<file path="src/rtl/cache_mem_ctrl.sv">
// Line-fill / write-through memory controller shared by the I-cache, D-cache and store buffer.
// One requester is served at a time: 8-beat line reads for cache misses, single-word store writes.
module cache_mem_ctrl (
  input  logic         clk,
  input  logic         rst,
  input  logic         ic_req,
  input  logic [22:0]  ic_addr,
  input  logic         dc_req,
  input  logic [22:0]  dc_addr,
  input  logic         sb_req,
  input  logic [22:0]  sb_addr,
  input  logic [31:0]  sb_data,
  output logic         sb_ack,
  output logic         mem_rd,
  output logic         mem_wr,
  output logic [22:0]  mem_addr,
  output logic [31:0]  mem_wdata,
  input  logic [31:0]  mem_rdata,
  input  logic         mem_ready,
  output logic [255:0] line_out,
  output logic         ic_we_mem,
  output logic         dc_we_mem
);

  typedef enum logic [1:0] {IDLE, READ, FILL, WRITE} state_t;
  typedef enum logic [1:0] {SRC_IC, SRC_DC, SRC_SB} src_t;

  state_t      state, state_nxt;
  src_t        last, gnt, pick;
  logic [22:0] addr_q;
  logic [31:0] data_q;
  logic [2:0]  beat;
  logic        any_req, hazard;

  assign any_req = ic_req | dc_req | sb_req;
  // A store to the line being missed must reach memory before the line is read back.
  assign hazard  = dc_req && sb_req && (dc_addr[22:3] == sb_addr[22:3]);

  // Round-robin: search starts just after the last granted requester.
  always_comb begin
    pick = last;
    case (last)
      SRC_IC: begin
        if (dc_req)      pick = SRC_DC;
        else if (sb_req) pick = SRC_SB;
        else if (ic_req) pick = SRC_IC;
      end
      SRC_DC: begin
        if (sb_req)      pick = SRC_SB;
        else if (ic_req) pick = SRC_IC;
        else if (dc_req) pick = SRC_DC;
      end
      default: begin
        if (ic_req)      pick = SRC_IC;
        else if (dc_req) pick = SRC_DC;
        else if (sb_req) pick = SRC_SB;
      end
    endcase
    if (hazard) pick = SRC_SB;
  end

  always_comb begin
    state_nxt = state;
    case (state)
      IDLE: begin
        if (any_req) begin
          if (pick == SRC_SB) state_nxt = WRITE;
          else                state_nxt = READ;
        end
      end
      READ:    if (mem_ready && beat == 3'd7) state_nxt = FILL;
      FILL:    state_nxt = IDLE;
      WRITE:   if (mem_ready) state_nxt = IDLE;
      default: state_nxt = IDLE;
    endcase
  end

  always_ff @(posedge clk or posedge rst) begin
    if (rst) state <= IDLE;
    else     state <= state_nxt;
  end

  assign mem_rd    = (state == READ);
  assign mem_wr    = (state == WRITE);
  assign mem_addr  = mem_rd ? {addr_q[22:3], beat} : (mem_wr ? addr_q : 23'd0);
  assign mem_wdata = mem_wr ? data_q : 32'd0;
  assign sb_ack    = mem_wr & mem_ready;
  assign ic_we_mem = (state == FILL) && (gnt == SRC_IC);
  assign dc_we_mem = (state == FILL) && (gnt == SRC_DC);

  always_ff @(posedge clk or posedge rst) begin
    if (rst) begin
      last     <= SRC_SB;
      gnt      <= SRC_SB;
      addr_q   <= '0;
      data_q   <= '0;
      beat     <= '0;
      line_out <= '0;
    end else begin
      if (state == IDLE && any_req) begin
        last <= pick;
        gnt  <= pick;
        beat <= '0;
        case (pick)
          SRC_IC:  addr_q <= ic_addr;
          SRC_DC:  addr_q <= dc_addr;
          default: begin
            addr_q <= sb_addr;
            data_q <= sb_data;
          end
        endcase
      end
      // beat wraps to 0 on the eighth word, ready for the next line.
      if (state == READ && mem_ready) begin
        line_out[{beat, 5'b0} +: 32] <= mem_rdata;
        beat <= beat + 3'd1;
      end
    end
  end

endmodule

</file>
<file path="config.mk">
export PLATFORM = sky130hd
export DESIGN_NAME = cache_mem_ctrl
export DESIGN_NICKNAME = d
export VERILOG_FILES = /design/src/rtl/cache_mem_ctrl.sv
export SDC_FILE = /design/constraint.sdc
export NUM_CORES = 1
export LEC_CHECK = 0
export CAP_MARGIN = 20
export CORE_MARGIN = 1
export CORE_UTILIZATION = 30
export DETAILED_ROUTE_END_ITERATION = 10
export RECOVER_POWER = 100
export SLEW_MARGIN = 20
export SYNTH_ARGS = -nofsm -noshare
export SYNTH_HDL_FRONTEND = slang
export SYNTH_SLANG_ARGS = --single-unit
</file>
<file path="constraint.sdc">
create_clock -name clk -period 14.4 [get_ports clk]
set_clock_uncertainty 0.2 [all_clocks]
set_input_delay 2.88 -clock clk [delete_from_list [all_inputs] [get_ports clk]]
set_output_delay 2.88 -clock clk [all_outputs]
set_load 0.02 [all_outputs]
</file>
After elaboration in Yosys (flattened, before gate mapping)
Index checks and enable logic that the tools add are counted.
{ "word_totals": {"in_bits": 139, "output_inout_bits": 316, "regBits": 318, "wordCells": 62} }
{ "classes": {"bitwise": 4, "eq_ne": 11, "n_reduce_logical": 14, "shift": 2, "muxes": 23, "n_addsub": 2} }
{ "op_table": {"columns": ["cell", "count"], "rows": [
  ["256-bit bitwise mux", 1],
  ["32-bit by 10-bit variable shift with 256-bit output (first input constant)", 1],
  ["32-bit by 10-bit variable part select with 256-bit output", 1],
  ["23-bit two-way mux", 2],
  ["23-bit case mux with 2 select lines", 1],
  ["32-bit two-way mux", 1],
  ["2-bit two-way mux", 14],
  ["20-bit equality test", 1],
  ["8-bit negator with 10-bit output", 1],
  ["2-bit case mux with 4 select lines", 1],
  ["1-bit logical AND", 7],
  ["2-bit by 1-bit equality test with 1-bit output (second input constant)", 3],
  ["2-bit equality test (second input constant)", 3],
  ["2-bit zero test", 3],
  ["3-bit two-way mux", 2],
  ["2-bit by 1-bit != test with 1-bit output (second input constant)", 2],
  ["2-bit case mux with 2 select lines", 1],
  ["3-bit by 1-bit adder with 3-bit output (second input constant)", 1],
  ["3-bit equality test (second input constant)", 1],
  ["3-bit AND reduction", 1],
  ["2-bit != test (second input constant)", 1],
  ["1-bit bitwise OR", 2],
  ["2-bit AND reduction", 1],
  ["2-bit nonzero test", 1],
  ["3 further kinds", 3]
]} }

Logic depth before layout (Yosys ltp)
Gate-level depths: netlist (run 1).
{ "logic_depth": {"depth_word": 9, "mapped_depth": 9, "depth_no_buf": 7} }

Worst setup path after synthesis (run 1)
No wires, ideal clock.
{ "synth_timing": {"kind": "input to output", "from": "input mem_ready", "to": "output sb_ack", "slack_ns": 8.200, "arrival_ns": 3.120, "required_ns": 11.320, "stages": 1, "n_path_buf": 0, "path_cell_list": "and3_1"} }
{ "synth_via": {"elab_chain_len": 1} }
{ "synth_rtl": {"columns": ["element", "line", "source"], "rows": [
  ["from (decl)", "19", "input logic mem_ready,"],
  ["1-bit AND", "87", "assign sb_ack = mem_wr & mem_ready;"],
  ["to (decl)", "13", "output logic sb_ack,"]
]} }
Every way passes these cells.

==> metrics.md, run 1 <==
| Metric | Value |
|---|---|
| Fin crit period | `8.07 ns` |
| CP required | `14.77 ns` |
| CP Max Fanout | `120` |
| Total grt overflow | `0` |
| # DRC | `0` |
| Hold_sp | `line_out[187]` |
| CTS root buffer | `clkbuf_16` |
| Startpoint types | `input pin` |
| Final ANT Viol Nets | `0` |
| IO Port Bufs | `454` |
| Largest cells by area after synthesis | `dfrtp_1 54%, nand2_1 8.9%, o21ai_0 6.7%` |
| Worst setup EP type | `async pin` |
| Synth Area in Compound Gates | `15.6%` |
| Ys flop type | `dfrtp_1` |
| Post-Syn Area per Cell | `9.98 um2` |
| Vias | `12,800` |
| DRT iter0 DRCs | `835` |
| Fin crit share | `56.0%` |
| Syn nets | `1,616` |
| Total wire length | `50,400 um` |
| Worst Setup SP | `rst` |
| Pre-antenna DRT Iters | `5` |
| Detailed Place HPWL | `34,400 um` |
| Leakage | `0.00938 uW` |
| Yosys top cell area share | `54.1%` |
| Worst slew pin tran | `5.40 ns` |
| Cts hold-fix bufs | `0` |
| XOR/XNOR Fraction of Synth Area | `1.19%` |
| Critical path class | `in2async` |
| Clock buffer count from CTS | `37` |
| Final-report setup violation count | `0` |
| CTS tree | `built` |
| Max-slew violation count | `619` |
| Peak VDD IR | `0.0903 mV` |
| Fmax | `124 MHz` |
| Post-synth EDFFs | `0` |
| CTS max path bufs | `3` |
| Largest family of logic cells by synthesized area | `simple AND/OR/NAND/NOR gates` |
| Final #Nets | `2,010` |
| CTS Sinks | `318` |
| Status | `finished with violations` |
| RSZ-0062 raised after global routing | `no` |
| Drt via density | `5.10` |
| Mux share of post-synthesis cell area | `6.95%` |
| Simple-Gate Fraction of Synth Area | `17.3%` |
| Gpl congestion | `0.841` |
| Worst-Skew Late Latency | `0.53 ns` |
| Layout cells sized above 1 | `9.68%` |
| Area grow syn2layout | `41.4%` |
| DIE WIDTH | `223 um` |
| Worst-path clk slew | `0.06 ns` |
| IO Count | `455` |
| Core Area | `0.0479 mm2` |
| Number of global-route vias before repair | `12,600` |
| Worst r2r src | `state[0]` |
| Relative slew margins | `-262%` |
| H-Tree Depth | `2` |
| Initial Util | `30.6%` |
| Syn Inst Count | `1,470` |
| Post-CTS sizing | `0` |
| Yosys warnings | `0` |
| Setup TNS | `0 ns` |
| Post-CTS setup buffers | `0` |
| Total die area | `0.0498 mm2` |
| Async set-reset flop share out of synthesis | `100%` |
| Most common cell in the synthesized netlist | `nand2_1` |
| CP peak stage delay | `2.96 ns` |
| Yosys reg bits | `318` |
| Reg-to-reg slack, setup | `8.63 ns` |
| Max_cap viols | `11` |
| Cell repeated most along the worst path | `buf_4` |
| Wire per inst | `20.1 um` |
| Post-synthesis cell type count | `45` |
| Area leader, netlist | `dfrtp_1` |
| Antenna violations before repair | `1` |
| Worst Hold Class | `reg2reg` |
| Final total power | `4250 uW` |
| Global-route wire length before repair | `76,900 um` |
| Top post-synthesis cells by count | `348 x nand2_1, 317 x dfrtp_1, 196 x o21ai_0` |
| Global-route usage over all layers | `20.0%` |
| Register area share after synthesis | `54.2%` |
| Post-Synth Adder-Cell Area | `0.597%` |
| WP data arrival | `8.43 ns` |
| CP Cell Sequence | `dlygate4sd3_1 -> clkinvlp_2 -> buf_4 -> buf_4` |
| Violated checks | `capacitance limit, slew limit` |
| Fin. Hold Viols | `0` |
| Crit-path slowest cell | `clkinvlp_2` |
| Row cnt | `80` |
| Die Y | `223 um` |
| Cell Area, Synth | `0.0147 mm2` |
| Cell Pwr Density | `205 mW/mm2` |
| Largest net degree at the start of global routing | `121` |
registers in the layout (all words and copies together), names as in the netlist:
signal and flops:
gnt 2, state 2, beat 3, line_out 256, addr_q 23, data_q 32
final timing paths:
| kind | endpoint | depth (start not counted) |
|---|---|---|
| max | line_out[242] | 4 |
| min | line_out[187] | 2 |
| max reg2reg | data_q[5] | 7 |
| min reg2reg | line_out[187] | 2 |
| max in group clk | addr_q[11] | 9 |
| min in group asynchronous | line_out[229] | 2 |
per-layer routing:
metal	global-route usage (%)	wire length (um)
met1	25.7	21200
met2	32.8	24000
met3	5.10	3660
met4	6.25	1470
met5	0	0
metrics by stage:
stage | std cells | cell area (um2) | util, % | hold WS, ns | setup slack, ns
after global routing | 2505 | 20700 | 43.3 | 0.291 | 5.33
final | 2506 | 20800 | 43.3 | 0.270 | 6.33
after global placement | 2440 | 19700 | 41.0 | 0.262 | 7.08
after CTS | 2505 | 20900 | 43.6 | 0.281 | 7.08
after floorplan | 1470 | 14700 | - | 0.271 | 2.52
after detailed placement | 2440 | 19700 | 41.0 | 0.269 | 7.10
layout by cell type, fill, tap and decap left out, types with 20 or more instances in the layout:
master	instances
a21oi_1	32
a221oi_1	32
a2bb2oi_1	24
and2_1	21
and3_1	67
clkbuf_1	20
clkbuf_16	39
clkdlybuf4s50_1	139
dfrtp_1	317
dlygate4sd3_1	315
mux2_2	87
nand2_1	347
nand3_1	63
o21ai_0	196
o311ai_0	30
or3_1	24
critical path: cells and delay by family:
kind | cells | cell delay, ns
buffers and inverters | 4 | 5.35
kinds of logic (layout without fill, tap and decap cells):
kind of cell    after synthesis  in the layout
compound gates              345            345
xor+xnor                     20             20
fa+ha+maj                     7              7
buf+inv                     130            550
flops                       318            318
mux                          91             91
other cells                   0              1
simple gates                559            559
power breakdown:
part	leakage [uW]	switching, uW	total (uW)	internal, uW
combinational	0.00466	1140	1920	785
sequential	0.00410	168	1360	1190
clock	0.000619	379	968	590
total	0.00938	1690	4250	2570
layout make-up:
type,instances,area [um2]
inverter,5,20.0
clock inverter,10,133
antenna,1,2.50
fill,4625,27200
multi-input combinational,1022,6060
tap,615,769
clock buffer,55,1120
sequential,318,7960
timing repair buffer,480,4690
Power figures use the tool's default switching activity.
==> run 2: changes to the inputs <==
Clock period 14.4 ns to 6.8 ns, I/O delays scaled along.
==> metrics.md, run 2 (synthesis results as in run 1) <==
| Metric | Value |
|---|---|
| Setup TNS | `0 ns (unchanged)` |
| Cell Pwr Density | `432 mW/mm2 (+110%)` |
| Fin. Hold Viols | `0 (unchanged)` |
| Worst-Skew Late Latency | `0.54 ns (about the same)` |
| Largest register FFs | `256 (unchanged)` |
| Drt via density | `5.08 (-0.44%)` |
| Largest reg by FF count | `line_out` |
| CTS max path bufs | `3 (unchanged)` |
| Worst Hold Class | `reg2reg` |
| CP required | `7.07 ns (-7.70 ns)` |
| Fmax | `201 MHz` |
| Fin crit share | `73.0%` |
| Max_cap viols | `9 (-2)` |
| Row cnt | `80 (unchanged)` |
| Worst setup EP type | `flop` |
| Post-CTS setup buffers | `0 (unchanged)` |
| Pre-antenna DRT Iters | `4 (-1)` |
| Worst-path clk slew | `0.06 ns (about the same)` |
| Gpl congestion | `0.830 (-1.3%)` |
| Critical path class | `in2reg` |
| RSZ-0062 raised after global routing | `no` |
| Core Area | `0.0479 mm2 (unchanged)` |
| Initial Util | `30.6% (unchanged)` |
| Worst Setup SP | `dc_req` |
| Total die area | `0.0498 mm2 (unchanged)` |
| IO Count | `455 (unchanged)` |
| Wire per inst | `20.0 um (-0.37%)` |
| Leakage | `0.00933 uW (-0.50%)` |
| Vias | `12,700 (-0.52%)` |
| Detailed Place HPWL | `34,700 um (+1.0%)` |
| Fill cells | `4,667 (+0.91%)` |
| Number of global-route vias before repair | `12,600 (+0.62%)` |
| Largest regs | `line_out (256), data_q (32), addr_q (23)` |
| Startpoint types | `input pin` |
| Layout cells sized above 1 | `9.11% (-0.57 points)` |
| CTS tree | `built` |
| Total wire length | `50,100 um (-0.45%)` |
| Status | `finished with violations` |
| Commonest non-fill, non-tap cell in the layout | `nand2_1` |
| CTS root buffer | `clkbuf_16` |
| Global-route wire length before repair | `76,700 um (-0.34%)` |
| IO Port Bufs | `454 (unchanged)` |
| Cts hold-fix bufs | `0 (unchanged)` |
| Max-slew violation count | `431 (-30%)` |
| Violated checks | `capacitance limit, slew limit` |
| Total grt overflow | `0 (unchanged)` |
| Final #Nets | `2,011 (+0.050%)` |
| Commonest non-fill, non-tap cells in the layout | `348 x nand2_1, 318 x dlygate4sd3_1, 317 x dfrtp_1` |
| CTS Sinks | `318 (unchanged)` |
| Largest net degree at the start of global routing | `173 (+43%)` |
| Clock buffer count from CTS | `37 (unchanged)` |
| Finished Layout Cells | `2,504 (-0.080%)` |
| DRT iter0 DRCs | `783 (-6.2%)` |
| Worst slew pin tran | `2.90 ns (-2.49 ns)` |
| Worst hold slack | `0.269 ns (-0.00147 ns)` |
| Die Y | `223 um (unchanged)` |
| Placed Cells | `2,440 (unchanged)` |
| Peak VDD IR | `0.176 mV (+95%)` |
| DIE WIDTH | `223 um (unchanged)` |
| Hold_sp | `line_out[228]` |
| Final-report setup violation count | `0 (unchanged)` |
| Post-CTS sizing | `0 (unchanged)` |
| Global-route usage over all layers | `19.8% (-0.14 points)` |
| Final ANT Viol Nets | `0 (unchanged)` |
| Fin crit period | `4.96 ns` |
| Area grow syn2layout | `41.0%` |
| CP Max Fanout | `34 (-72%)` |
| Antenna violations before repair | `1 (unchanged)` |
| Relative slew margins | `-93.6% (+170 points)` |
| Worst r2r src | `beat[0]` |
| # DRC | `0 (unchanged)` |
| H-Tree Depth | `2 (unchanged)` |
| WP data arrival | `5.24 ns (-3.19 ns)` |
run 2: final cells by class:
class,instances,area [um2],area share [%]
repair buffers,481,4730,22.9
well taps,615,769,3.72
flip-flops and latches,318,7960,38.5
inverters,5,20.0,0.0967
multi-input cells,1022,6010,29.0
clock inverters,9,138,0.665
diodes,1,2.50,0.0121
clock buffers,53,1070,5.16
run 2: layer usage:
layer / routed length (um) / track usage, % / vias to the layer above
met5: 0 / 0 / -
met4: 1220 / 6.50 / 0
met3: 3430 / 4.25 / 77
met2: 24300 / 33.1 / 472
met1: 21200 / 25.4 / 6180
li1: - / - / 5980
run 2: worst paths after layout:
kind                                 end  slack (ns)  depth (start not counted)
max in group asynchronous   line_out[23]        2.67                          4
max                            addr_q[9]        1.84                          9
min                        line_out[228]        0.27                          2
min in group asynchronous  line_out[230]        1.03                          2
min reg2reg                line_out[228]        0.27                          2
max reg2reg                 line_out[45]        2.31                          7
run 2: through the flow:
| step | total power [uW] | cell area [um2] | setup slack, ns | util [%] |
|---|---|---|---|---|
| 2_1_floorplan | 5200 | 14700 | 1.00 | - |
| 3_3_place_gp | 7260 | 19600 | 2.29 | 41.0 |
| 3_5_place_dp | 7340 | 19700 | 2.26 | 41.0 |
| 4_1_cts | 9390 | 20900 | 2.33 | 43.6 |
| 5_1_grt | 9490 | 20700 | 1.55 | 43.2 |
| 6_report | 8950 | 20700 | 1.84 | 43.2 |
run 2: power by group:
part | switching [uW] | internal, uW
clock | 793 | 1200
sequential | 365 | 2530
combinational | 2400 | 1660
run 2: critical path, stage by stage:
cell and delay (ns):
dlygate4sd3_1 0.61, or3_1 0.13, clkbuf_1 1.20, and2_0 0.25, buf_4 0.32, and3_1 0.64, clkbuf_1 0.42, o211ai_1 0.17
nand3_1 0.12
==> run 3: changes to the inputs <==
Clock period 6.8 ns to 4.59 ns, I/O delays scaled along.
==> metrics.md, run 3 (synthesis results as in run 1) <==
| Metric | Value |
|---|---|
| Final total power | `13,400 uW (+50%)` |
| WP data arrival | `3.00 ns (-2.24 ns)` |
| Total wire length | `50,000 um (-0.28%)` |
| CTS Sinks | `318 (unchanged)` |
| Cell Pwr Density | `641 mW/mm2 (+48%)` |
| Detailed Place HPWL | `35,600 um (+2.4%)` |
| Fin. Hold Viols | `0 (unchanged)` |
| Util after Layout | `43.7% (+0.52 points)` |
| Largest net degree at the start of global routing | `87 (-50%)` |
| Final instance area | `0.0209 mm2 (+1.2%)` |
| Core Area | `0.0479 mm2 (unchanged)` |
| Wire per inst | `19.8 um (-0.99%)` |
| Die Y | `223 um (unchanged)` |
| Fill cells | `4,628 (-0.84%)` |
| Commonest non-fill, non-tap cell in the layout | `nand2_1` |
| Critical path class | `reg2out` |
| DIE WIDTH | `223 um (unchanged)` |
| Fmax | `243 MHz` |
| Row cnt | `80 (unchanged)` |
| Worst hold slack | `0.270 ns (+0.00145 ns)` |
| Pre-antenna DRT Iters | `5 (+1)` |
| Met3 GRT Util | `4.66% (+0.41 points)` |
| Initial Util | `30.6% (unchanged)` |
| CTS max path bufs | `3 (unchanged)` |
| Area grow syn2layout | `42.7%` |
| Fin crit share | `89.7%` |
| Post-CTS sizing | `0 (unchanged)` |
| Clock buffer count from CTS | `38 (+2.7%)` |
| Met1 usage | `25.5% (+0.058 points)` |
| Multi-input logic area | `0.00612 mm2 (+1.8%)` |
| Worst setup EP type | `output pin` |
| Vias | `12,800 (+0.98%)` |
| Post-CTS setup buffers | `0 (unchanged)` |
| Final-report setup violation count | `0 (unchanged)` |
| Largest register FFs | `256 (unchanged)` |
| Reg-to-reg slack, setup | `0.58 ns (-1.73 ns)` |
| Dpl cell area | `0.0198 mm2 (+0.74%)` |
| IO Port Bufs | `454 (unchanged)` |
| Largest reg by FF count | `line_out` |
| Final ANT Viol Nets | `0 (unchanged)` |
| Gpl congestion | `0.832 (+0.29%)` |
| H-Tree Depth | `2 (unchanged)` |
| Fin crit period | `4.12 ns` |
| Violated checks | `capacitance limit, slew limit` |
| IO Count | `455 (unchanged)` |
| Commonest non-fill, non-tap cells in the layout | `348 x nand2_1, 316 x dfrtp_1, 315 x dlygate4sd3_1` |
| Status | `finished with violations` |
| Layout cells sized above 1 | `10.8% (+1.7 points)` |
| CP Max Fanout | `31 (-8.8%)` |
| Cts hold-fix bufs | `0 (unchanged)` |
| Relative slew margins | `-0.0665% (+94 points)` |
| CTS tree | `built` |
| Most Crowded Layer GR | `met2` |
| CTS root buffer | `clkbuf_16` |
| Global-route usage over all layers | `19.9% (+0.092 points)` |
| Worst slew pin tran | `1.50 ns (-1.40 ns)` |
| Number of global-route vias before repair | `12,900 (+1.9%)` |
| Final #Nets | `2,024 (+0.65%)` |
| # DRC | `0 (unchanged)` |
| RSZ-0062 raised after global routing | `no` |
| Global-route wire length before repair | `77,300 um (+0.80%)` |
| CP required | `3.47 ns (-3.60 ns)` |
| Total die area | `0.0498 mm2 (unchanged)` |
| Seq. cell area | `0.00796 mm2 (about the same)` |
| Drt via density | `5.09 (+0.26%)` |
| Max-slew violation count | `25 (-94%)` |
| Startpoint types | `flop` |
| Worst-Skew Late Latency | `0.54 ns (about the same)` |
| GR Util met2 | `32.8% (-0.37 points)` |
| DRT iter0 DRCs | `766 (-2.2%)` |
| Leakage | `0.00951 uW (+2.0%)` |
| Antenna violations before repair | `1 (unchanged)` |
| Worst Hold Class | `reg2reg` |
| Largest regs | `line_out (256), data_q (32), addr_q (23)` |
| Peak VDD IR | `0.232 mV (+32%)` |
| Max_cap viols | `2 (-7)` |
| Worst-path clk slew | `0.06 ns (about the same)` |
| Total grt overflow | `0 (unchanged)` |
run 3: area by class of cell:
cell class / instances / area share, %
Clock buffer: 56 / 5.35
Clock inverter: 12 / 0.830
Timing Repair Buffer: 493 / 22.8
Sequential cell: 318 / 38.0
Antenna cell: 1 / 0.0119
Multi-Input combinational cell: 1022 / 29.2
Tap cell: 615 / 3.67
Inverter: 5 / 0.0956
run 3: critical path, stage by stage (launching register included):
cell,delay [ns]
dfrtp_1,1.02
inv_1,0.27
nor4b_1,0.41
dlygate4sd3_1,0.77
run 3: stage by stage:
step / worst slack, ns / TNS (ns) / std cells
floorplan: -0.766 / -242.82 / 1470
global placement: 0.914 / 0 / 2452
detailed placement: 0.873 / 0 / 2452
CTS: 0.567 / 0 / 2520
global route: 0.214 / 0 / 2522
finish: 0.472 / 0 / 2522
run 3: path summary, 6_finish.rpt:
| path | startpoint | to | depth (start not counted) |
|---|---|---|---|
| max reg2reg | state[1] | line_out[159] | 5 |
| min | line_out[89] | line_out[89] | 2 |
| max in group asynchronous | rst | line_out[227] | 4 |
| min in group asynchronous | rst | line_out[254] | 2 |
| max | state[1] | dc_we_mem | 3 |
| min reg2reg | line_out[89] | line_out[89] | 2 |
run 3: layer usage:
layer | share of wire [%] | routed length [um]
met2 | 47 | 23700
met3 | 7.4 | 3690
met5 | 0 | 0
met4 | 3.5 | 1760
met1 | 42 | 20800
run 3: power by group:
part / leakage [uW] / switching, uW / internal [uW] / total, uW
combinational: 0.00478 / 3500 / 2470 / 5970
sequential: 0.00410 / 599 / 3740 / 4340
clock: 0.000635 / 1210 / 1920 / 3120
